<file path="config.mk">
export PLATFORM = sky130hd
export DESIGN_NAME = ecg_delta_encoder_flat
export DESIGN_NICKNAME = d
export VERILOG_FILES = /design/src/rtl/ecg_delta_encoder_if.sv /design/src/rtl/ecg_delta_encoder.sv /design/src/flat_wrapper.sv
export SDC_FILE = /design/constraint.sdc
export NUM_CORES = 1
export LEC_CHECK = 0
export ABC_CLOCK_PERIOD_IN_PS = 5500
export BUFFER_PORTS_ARGS = -buffer_cell sky130_fd_sc_hd__clkbuf_2
export CORE_MARGIN = 3
export CORE_UTILIZATION = 37
export DETAILED_ROUTE_END_ITERATION = 7
export PLACE_DENSITY = 0.5
export SYNTH_ARGS = -nofsm -noshare
export SYNTH_HDL_FRONTEND = slang
export SYNTH_SLANG_ARGS = --single-unit
</file>
<file path="constraint.sdc">
create_clock -name clk -period 5.5 [get_ports clk]
set_clock_uncertainty 0.05 [all_clocks]
set_input_delay 0.55 -clock clk [delete_from_list [all_inputs] [get_ports clk]]
set_output_delay 0.55 -clock clk [all_outputs]
set_load 0.01 [all_outputs]
</file>
<file path="src/rtl/ecg_delta_encoder_if.sv">
// Purpose: bundles the sample input handshake and the spike/address/ack event port of ecg_delta_encoder.
// Latency: none, wires only.
// Backpressure: sample_ready gates samples; ack_in pops the head event.
// Ports: sample_in/sample_valid/sample_ready (sample stream), spike_out/address_out/ack_in (event stream).
// master = sample producer and event consumer; slave = the encoder.
interface ecg_delta_encoder_if #(
    parameter int SAMPLE_W = 12
);
    logic [SAMPLE_W-1:0] sample_in;
    logic                sample_valid;
    logic                sample_ready;
    logic                spike_out;
    logic [3:0]          address_out;
    logic                ack_in;

    modport master (
        output sample_in, sample_valid, ack_in,
        input  sample_ready, spike_out, address_out
    );

    modport slave (
        input  sample_in, sample_valid, ack_in,
        output sample_ready, spike_out, address_out
    );
endinterface

</file>
<file path="src/rtl/ecg_delta_encoder.sv">
// Purpose: level-crossing (delta) encoder turning ECG samples into 4-bit {up, band} address events.
// Latency: sample accepted at edge N -> first event pushed at edge N+1 -> spike_out from cycle N+2; one crossing per cycle.
// Backpressure: a full FIFO without a pop stalls crossing (no drops); sample_ready is low until crossings finish.
// Ports: clk, resetn (synchronous, active-low); bus.slave carries sample_in/sample_valid/sample_ready
//        and spike_out/address_out/ack_in.
module ecg_delta_encoder #(
    parameter int SAMPLE_W   = 12,
    parameter int DELTA      = 16,
    parameter int FIFO_DEPTH = 4
) (
    input  logic                  clk,
    input  logic                  resetn,
    ecg_delta_encoder_if.slave    bus
);
    localparam int PTR_W = $clog2(FIFO_DEPTH);
    localparam int CNT_W = PTR_W + 1;

    localparam logic [SAMPLE_W-1:0]        STEP    = SAMPLE_W'(DELTA);
    localparam logic signed [SAMPLE_W:0]   DELTA_P = $signed((SAMPLE_W+1)'(DELTA));
    localparam logic signed [SAMPLE_W:0]   DELTA_N = -DELTA_P;
    localparam logic [CNT_W-1:0]           FULL_CNT = CNT_W'(FIFO_DEPTH);

    typedef enum logic {IDLE, CROSS} state_t;

    state_t              state_q, state_d;
    logic [SAMPLE_W-1:0] ref_q;
    logic [SAMPLE_W-1:0] target_q;
    logic                init_q;

    logic [3:0]          fifo_mem [FIFO_DEPTH];
    logic [PTR_W-1:0]    rd_ptr, wr_ptr;
    logic [CNT_W-1:0]    count;

    logic signed [SAMPLE_W:0] diff;
    logic                up_step, dn_step;
    logic                spike, pop, can_push, push, accept;
    logic [SAMPLE_W-1:0] ref_next;
    logic [3:0]          push_dat;

    // Both operands zero-extended so the difference is exact in SAMPLE_W+1 signed bits.
    assign diff     = $signed({1'b0, target_q}) - $signed({1'b0, ref_q});
    assign up_step  = (diff >= DELTA_P);
    assign dn_step  = (diff <= DELTA_N);

    assign spike    = (count != '0);
    assign pop      = bus.ack_in && spike;
    // A full FIFO still takes a push when the head leaves in the same cycle.
    assign can_push = (count != FULL_CNT) || pop;
    assign push     = (state_q == CROSS) && (up_step || dn_step) && can_push;
    assign accept   = (state_q == IDLE) && bus.sample_valid;

    // Band comes from the reference after the step, not before it.
    assign ref_next = up_step ? (ref_q + STEP) : (ref_q - STEP);
    assign push_dat = {up_step, ref_next[SAMPLE_W-1 -: 3]};

    assign bus.sample_ready = (state_q == IDLE);
    assign bus.spike_out    = spike;
    assign bus.address_out  = spike ? fifo_mem[rd_ptr] : 4'd0;

    always_ff @(posedge clk) begin
        if (!resetn) begin
            state_q <= IDLE;
        end else begin
            state_q <= state_d;
        end
    end

    always_comb begin
        state_d = state_q;
        case (state_q)
            IDLE: begin
                // The very first sample only seeds the reference.
                if (accept && init_q) begin
                    state_d = CROSS;
                end
            end
            CROSS: begin
                // Residual below one step stays in ref; a stalled push keeps us here.
                if (!up_step && !dn_step) begin
                    state_d = IDLE;
                end
            end
            default: state_d = IDLE;
        endcase
    end

    always_ff @(posedge clk) begin
        if (!resetn) begin
            ref_q    <= '0;
            target_q <= '0;
            init_q   <= 1'b0;
        end else begin
            if (accept) begin
                if (!init_q) begin
                    ref_q  <= bus.sample_in;
                    init_q <= 1'b1;
                end else begin
                    target_q <= bus.sample_in;
                end
            end
            if (push) begin
                ref_q <= ref_next;
            end
        end
    end

    always_ff @(posedge clk) begin
        if (!resetn) begin
            rd_ptr <= '0;
            wr_ptr <= '0;
            count  <= '0;
        end else begin
            if (push) begin
                wr_ptr <= wr_ptr + 1'b1;
            end
            if (pop) begin
                rd_ptr <= rd_ptr + 1'b1;
            end
            case ({push, pop})
                2'b10:   count <= count + 1'b1;
                2'b01:   count <= count - 1'b1;
                default: count <= count;
            endcase
        end
    end

    // Storage needs no reset: address_out is masked while the FIFO is empty.
    always_ff @(posedge clk) begin
        if (push) begin
            fifo_mem[wr_ptr] <= push_dat;
        end
    end
endmodule

</file>
<file path="src/flat_wrapper.sv">
// flat-port wrapper written by rule: the top's interface ports become plain ports
module ecg_delta_encoder_flat 
#(
    parameter int SAMPLE_W   = 12,
    parameter int DELTA      = 16,
    parameter int FIFO_DEPTH = 4
)
  (clk, resetn, bus_sample_in, bus_sample_valid, bus_ack_in, bus_sample_ready, bus_spike_out, bus_address_out);
  ecg_delta_encoder_if #(.SAMPLE_W(SAMPLE_W)) bus_i ();
  input  logic clk;
  input  logic resetn;
  input wire logic [$bits(bus_i.sample_in)-1:0] bus_sample_in;
  input wire logic [$bits(bus_i.sample_valid)-1:0] bus_sample_valid;
  input wire logic [$bits(bus_i.ack_in)-1:0] bus_ack_in;
  output wire logic [$bits(bus_i.sample_ready)-1:0] bus_sample_ready;
  output wire logic [$bits(bus_i.spike_out)-1:0] bus_spike_out;
  output wire logic [$bits(bus_i.address_out)-1:0] bus_address_out;
  assign bus_i.sample_in = bus_sample_in;
  assign bus_i.sample_valid = bus_sample_valid;
  assign bus_i.ack_in = bus_ack_in;
  assign bus_sample_ready = bus_i.sample_ready;
  assign bus_spike_out = bus_i.spike_out;
  assign bus_address_out = bus_i.address_out;
  ecg_delta_encoder #(.SAMPLE_W(SAMPLE_W), .DELTA(DELTA), .FIFO_DEPTH(FIFO_DEPTH)) u_core (.clk(clk), .resetn(resetn), .bus(bus_i));
endmodule
</file>
Yosys cells after proc, flatten, opt, wreduce, memory -nomap -nowiden
Memory sizes are Yosys's and may differ from the RTL's. A register that Yosys moved wholly into a read port is not among the register bits.
Index checks and enable logic that the tools add are counted.
W data, S select, Z words.
{"block": "word_totals", "input_bits": 16, "romBits": 0, "register_bits": 33, "mem_count": 1, "ram_bits": 16, "latchBits": 0}
{"block": "classes", "n_reduce_logical": 15, "shift": 0, "magnitude_cmp": 2, "n_div": 0, "mux": 13, "bitwise_logic": 1, "multipliers": 0, "n_addsub": 7, "eq_ne": 4}
{"name": "u_core.fifo_mem", "depth": 4, "width": 4, "rd": 1, "rd_clocked_by_memory_dff": 1, "wr": 1, "line": "ecg_delta_encoder.sv:30", "rtl": "logic [3:0] fifo_mem [FIFO_DEPTH];"}
{"cell": "$mux W12", "count": 4}
{"cell": "$ge A13 B6 Y1 const B", "count": 1}
{"cell": "$le A13 B5 Y1 const B", "count": 1}
{"cell": "$sub A12 B12 Y13", "count": 1}
{"cell": "$add A12 B5 Y12 const B", "count": 1}
{"cell": "$sub A12 B5 Y12 const B", "count": 1}
{"cell": "$logic_and A1 B1 Y1", "count": 6}
{"cell": "$pmux W3 S2", "count": 1}
{"cell": "$add A2 B1 Y2 const B", "count": 2}
{"cell": "$mux W1", "count": 4}
{"cell": "$mux W2", "count": 2}
{"cell": "$mux W4", "count": 1}
{"cell": "$reduce_and A2 Y1", "count": 2}
{"cell": "$reduce_bool A2 Y1", "count": 2}
{"cell": "$add A3 B1 Y3 const B", "count": 1}
{"cell": "$ne A3 B3 Y1 const B", "count": 1}
{"cell": "$reduce_bool A3 Y1", "count": 1}
{"cell": "$sub A3 B1 Y3 const B", "count": 1}
{"cell": "$eq A2 B1 Y1 const B", "count": 1}
{"cell": "$eq A2 B2 Y1 const B", "count": 1}
{"cell": "$logic_not A1 Y1", "count": 2}
{"cell": "$logic_or A1 B1 Y1", "count": 2}
{"cell": "$ne A2 B2 Y1 const B", "count": 1}
{"cell": "$pmux W1 S2", "count": 1}
{"cell": "$not A1 Y1", "count": 1}

Depth between registers and ports, before layout
{"block": "depth", "ltp_word": 7, "mapped_depth": 20, "mapped_depth_nobuf": 20}

Worst setup path before layout
No wires, ideal clock.
{"block": "synth_timing", "kind": "register -> register", "from": "reg u_core.target_q[0]", "to": "reg u_core.ref_q[11]", "t_arrival_ps": 4225, "setup_ps": 59, "slack_ps": 1166, "required_time_ps": 5391, "path_stages_with_launch": 21, "path_cell_list": "dfxtp_1 -> inv_1 -> ha_1 -> fa_1 -> nor2b_4 -> o211ai_1 -> a211oi_1 -> o221ai_1 -> xor2_1 -> and3_1 -> nor2_1 -> inv_1 -> ha_1 -> a21o_1 -> a211oi_1 -> o21ai_0 -> o211ai_1 -> xnor2_1 -> or3_1 -> o22ai_1 -> o31a_1"}
{"block": "synth_between", "elab_chain_cells": 7}
{"item": "start: declaration", "line": "ecg_delta_encoder.sv:27", "rtl": "logic [SAMPLE_W-1:0] target_q;"}
{"item": "start signal: assignment", "line": "ecg_delta_encoder.sv:98", "rtl": "target_q <= bus.sample_in;"}
{"item": "$sub A12 B12 Y13 *", "line": "ecg_delta_encoder.sv:41", "rtl": "assign diff = $signed({1'b0, target_q}) - $signed({1'b0, ref_q});"}
{"item": "$ge A13 B6 Y1 *", "line": "ecg_delta_encoder.sv:42", "rtl": "assign up_step = (diff >= DELTA_P);"}
{"item": "via u_core.up_step", "line": "ecg_delta_encoder.sv:35", "rtl": "logic up_step, dn_step;"}
{"item": "$logic_or A1 B1 Y1", "line": "ecg_delta_encoder.sv:49", "rtl": "assign push = (state_q == CROSS) && (up_step || dn_step) && can_push;"}
{"item": "$logic_and A1 B1 Y1 (2 in a row)", "line": "ecg_delta_encoder.sv:49"}
{"item": "$ne A2 B2 Y1 (no source line) / $reduce_bool A2 Y1 (equally long branches)"}
{"item": "$reduce_and A2 Y1 (no source line)"}
{"item": "end signal: assignment", "line": "ecg_delta_encoder.sv:95", "rtl": "ref_q <= bus.sample_in;"}
{"item": "end signal: assignment", "line": "ecg_delta_encoder.sv:102", "rtl": "ref_q <= ref_next;"}
{"item": "end: declaration", "line": "ecg_delta_encoder.sv:26", "rtl": "logic [SAMPLE_W-1:0] ref_q;"}
The timed path passes the listed nets; every way through them passes the cells marked *.
A chain may end at the register's enable or synchronous reset.

Worst setup path in the final report
Ends and elaborated chain as after synthesis.

==> summary.txt <==
Outcome
  • Outcome: completed

Pwr
  • PD cells: 368.4 nW/µm²
  • Peak VDD IR: 0.1217 mV
  • Static Leakage: 1.294 nW

CTS
  • Clk sinks: 51
  • Cts bufs inserted: 5
  • CTS tree: yes
  • CTS resizes: 0
  • Clock slew at reported path FFs: 90 ps
  • Setup Buffers After CTS: 0
  • Hold-fix buffers, CTS: 0
  • Worst skew pair latency: 300 ps
  • CTS max path bufs: 2
  • Root Driver: clkbuf_8
  • H-Tree Depth: 2

Worst setup path
  • Required @ worst endpoint: 5700 ps
  • CP Launch Type: flip-flop
  • Data arrival, critical path: 5060 ps
  • Worst R2R Setup Slack: 640 ps
  • Crit Path Max Fanout: 7
  • Crit end category: flip-flop
  • FF-to-FF Start: u_core.target_q[0]
  • Reg-to-Reg End: u_core.ref_q[11]
  • Worst setup path category: flip-flop to flip-flop
  • Reg2reg path depth: 20

GRT
  • Number of global-route vias before repair: 2290
  • Initial antenna violation count: 0
  • First-pass GRT wire length: 11850 µm
  • Pin count of the biggest net entering global routing: 30
  • Tot GR Track Use: 15.19%
  • GRT overflow: 0

STA
  • Final Hold Vio Count: 0
  • # setup viols final: 0
  • Total negative slack: 0 ps
  • Final worst path period need: 4864 ps
  • Period utilization: 88.44%
  • Fmax: 205.6 MHz
  • Slew headroom: 35.45%
  • RSZ-0062 raised after global routing: false
  • Worst slew pin tran: 967.3 ps
  • Final WS setup: 635.6 ps
  • Final Slew Violations: 0

Yosys
  • Synth cell count leaders: nand2_1 (47), dfxtp_1 (35), a21oi_1 (29), inv_1 (27), ha_1 (23)
  • YS warnings: 0
  • Number of flops mapped to enable cells by yosys: 16
  • Leading area contributor after synthesis: dfxtp_1
  • #FFs+latches synth: 51
  • Share of the synthesized area in the top cell type: 22.41%
  • Synth area leaders: dfxtp_1 (22%), edfxtp_1 (15%), ha_1 (9.2%), nand2_1 (5.6%), a21oi_1 (4.6%)
  • Synth cell types: 53
  • Synthesized Nets: 381
  • Most common cell in the netlist: nand2_1
  • Gate Count Post-Synth: 339
  • Asr flop ratio synth: 0%
  • Mean Syn Cell Area: 9.223 µm²
  • Mapped cell area: 3127 µm²
  • Main synth FF type: dfxtp_1
  • Post-synthesis sequential area ratio: 37.78%

Floorplan
  • Initial Util: 39.24%
  • Die area: 9589 µm²
  • Num ports: 22
  • Die Y: 97.93 µm
  • Core Region: 7968 µm²
  • Die Span X: 97.93 µm
  • Cell row count: 32

Min path
  • Hold Path Sink: u_core.ref_q[3]
  • Hold WC Path Type: flip-flop to flip-flop
  • Worst Min Path Start: u_core.ref_q[3]
  • Hold Path Cell Cnt: 2

Routing
  • DRT Pass-1 Iters: 4
  • Initial DRC count: 111
  • Per-cell routed wire length: 15.48 µm
  • Via-to-Cell Ratio: 5.379
  • Detailed-route DRC error count: 0
  • Antenna Nets Post-Route: 0
  • Vias: 2469
  • Final WL: 7104 µm

Placement
  • Pre-CTS setup slack: 650.8 ps
  • Port bufs: 21
  • Final GP Congestion: 0.8701
  • Hpwl dp: 5445 µm

Final layout
  • Fillers: 819
  • Synth-to-layout area growth: 8.884%
  • Proportion of layout cells with a drive suffix above 1: 13.17%
  • Nets: 398
  • Inserted Diodes: 0

Flow run
  • Max-cap violations: 0
routing by layer:
layer  global-route usage (%)  vias up  share of wire (%)
met4                    3.940        0                1.3
met5                        0        -                  0
li1                         -     1244                  -
met2                    21.62       52                 41
met3                    2.714        9                4.3
met1                    23.48     1164                 53
worst max-delay path by stage:
stage	from	endpoint	slack, ps	cells after the start
after floorplan	u_core.target_q[0]	u_core.ref_q[11]	1170	20
after CTS	u_core.target_q[0]	u_core.ref_q[11]	600	20
after global routing	u_core.target_q[0]	u_core.ref_q[11]	140	20
after detailed placement	u_core.target_q[0]	u_core.ref_q[11]	650	20
final	u_core.target_q[0]	u_core.ref_q[11]	640	20
after global placement	u_core.ref_q[4]	u_core.ref_q[11]	740	19
through the flow:
stage | utilization, % | cells | instance area, µm² | power (mW) | hold WS, ps
2_1_floorplan | - | 339 | 3127 | 0.9015 | 386.3
3_3_place_gp | 41.43 | 451 | 3301 | 1.029 | 396.5
3_5_place_dp | 41.43 | 451 | 3301 | 1.029 | 401.0
4_1_cts | 42.73 | 459 | 3405 | 1.269 | 407.9
5_1_grt | 42.73 | 459 | 3405 | 1.363 | 407.7
6_report | 42.73 | 459 | 3405 | 1.254 | 409.5
final cells by class:
type	count	area (µm²)	share of cell area (%)
Clock buffer	7	96.34	2.830
Clock inverter	1	7.507	0.2205
Inverter	27	101.3	2.977
Multi-Input combinational cell	249	1778	52.22
Sequential cell	51	1181	34.69
Tap cell	102	127.6	3.749
Timing Repair Buffer	22	112.6	3.308
registers in the layout, indices dropped and copies added (netlist names), named ones only:
register / cells
u_core.fifo_mem: 16
u_core.wr_ptr: 2
u_core.target_q: 12
u_core.state_q: 1
u_core.init_q: 1
u_core.rd_ptr: 2
u_core.count: 3
u_core.ref_q: 12
kinds of logic (layout without fill, tap and decap cells):
| group | count (synthesis) | in the layout | synth area share, % |
|---|---|---|---|
| AO/OA/AOI/OAI | 87 | 87 | 19.53 |
| XOR/XNOR | 19 | 19 | 5.322 |
| adder cells (fa/ha/maj) | 26 | 26 | 11.12 |
| buffers and inverters | 39 | 57 | 5.362 |
| flip-flops | 51 | 51 | 37.78 |
| multiplexers | 4 | 4 | 2.881 |
| AND/OR/NAND/NOR | 113 | 113 | 18.01 |
worst max-delay path: stages (launching register included):
cell      delay [ps]
dfxtp_1          340
inv_1             50
ha_1             210
fa_1             440
nor2b_4          160
o211ai_1          90
a211oi_1         280
o221ai_1         220
xor2_1           250
and3_1           220
nor2_1           400
inv_1            230
ha_1             320
a21o_1           190
a211oi_1         290
o21ai_0          150
o211ai_1         140
xnor2_1          140
or3_1            360
o22ai_1          150
o31a_1           140
where the power goes:
group | total [mW] | internal, mW | leakage (nW) | switching [mW]
Sequential | 0.489 | 0.459 | 0.430 | 0.0293
Clock | 0.235 | 0.115 | 0.0505 | 0.121
Combinational | 0.530 | 0.223 | 0.813 | 0.307
cell usage in the layout (no fill, tap or decap), types with 6 or more instances in the layout:
| master | instances |
|---|---|
| ha_1 | 23 |
| clkbuf_2 | 21 |
| inv_1 | 27 |
| o211ai_1 | 9 |
| nand3_1 | 8 |
| a21oi_1 | 29 |
| xor2_1 | 10 |
| edfxtp_1 | 16 |
| xnor2_1 | 9 |
| nand2_1 | 47 |
| o21ai_0 | 10 |
| nor2_1 | 15 |
| dfxtp_1 | 35 |
| clkbuf_8 | 7 |
| or3_1 | 6 |
| and2_1 | 10 |
No activity file was read; power rests on OpenSTA's default activity.
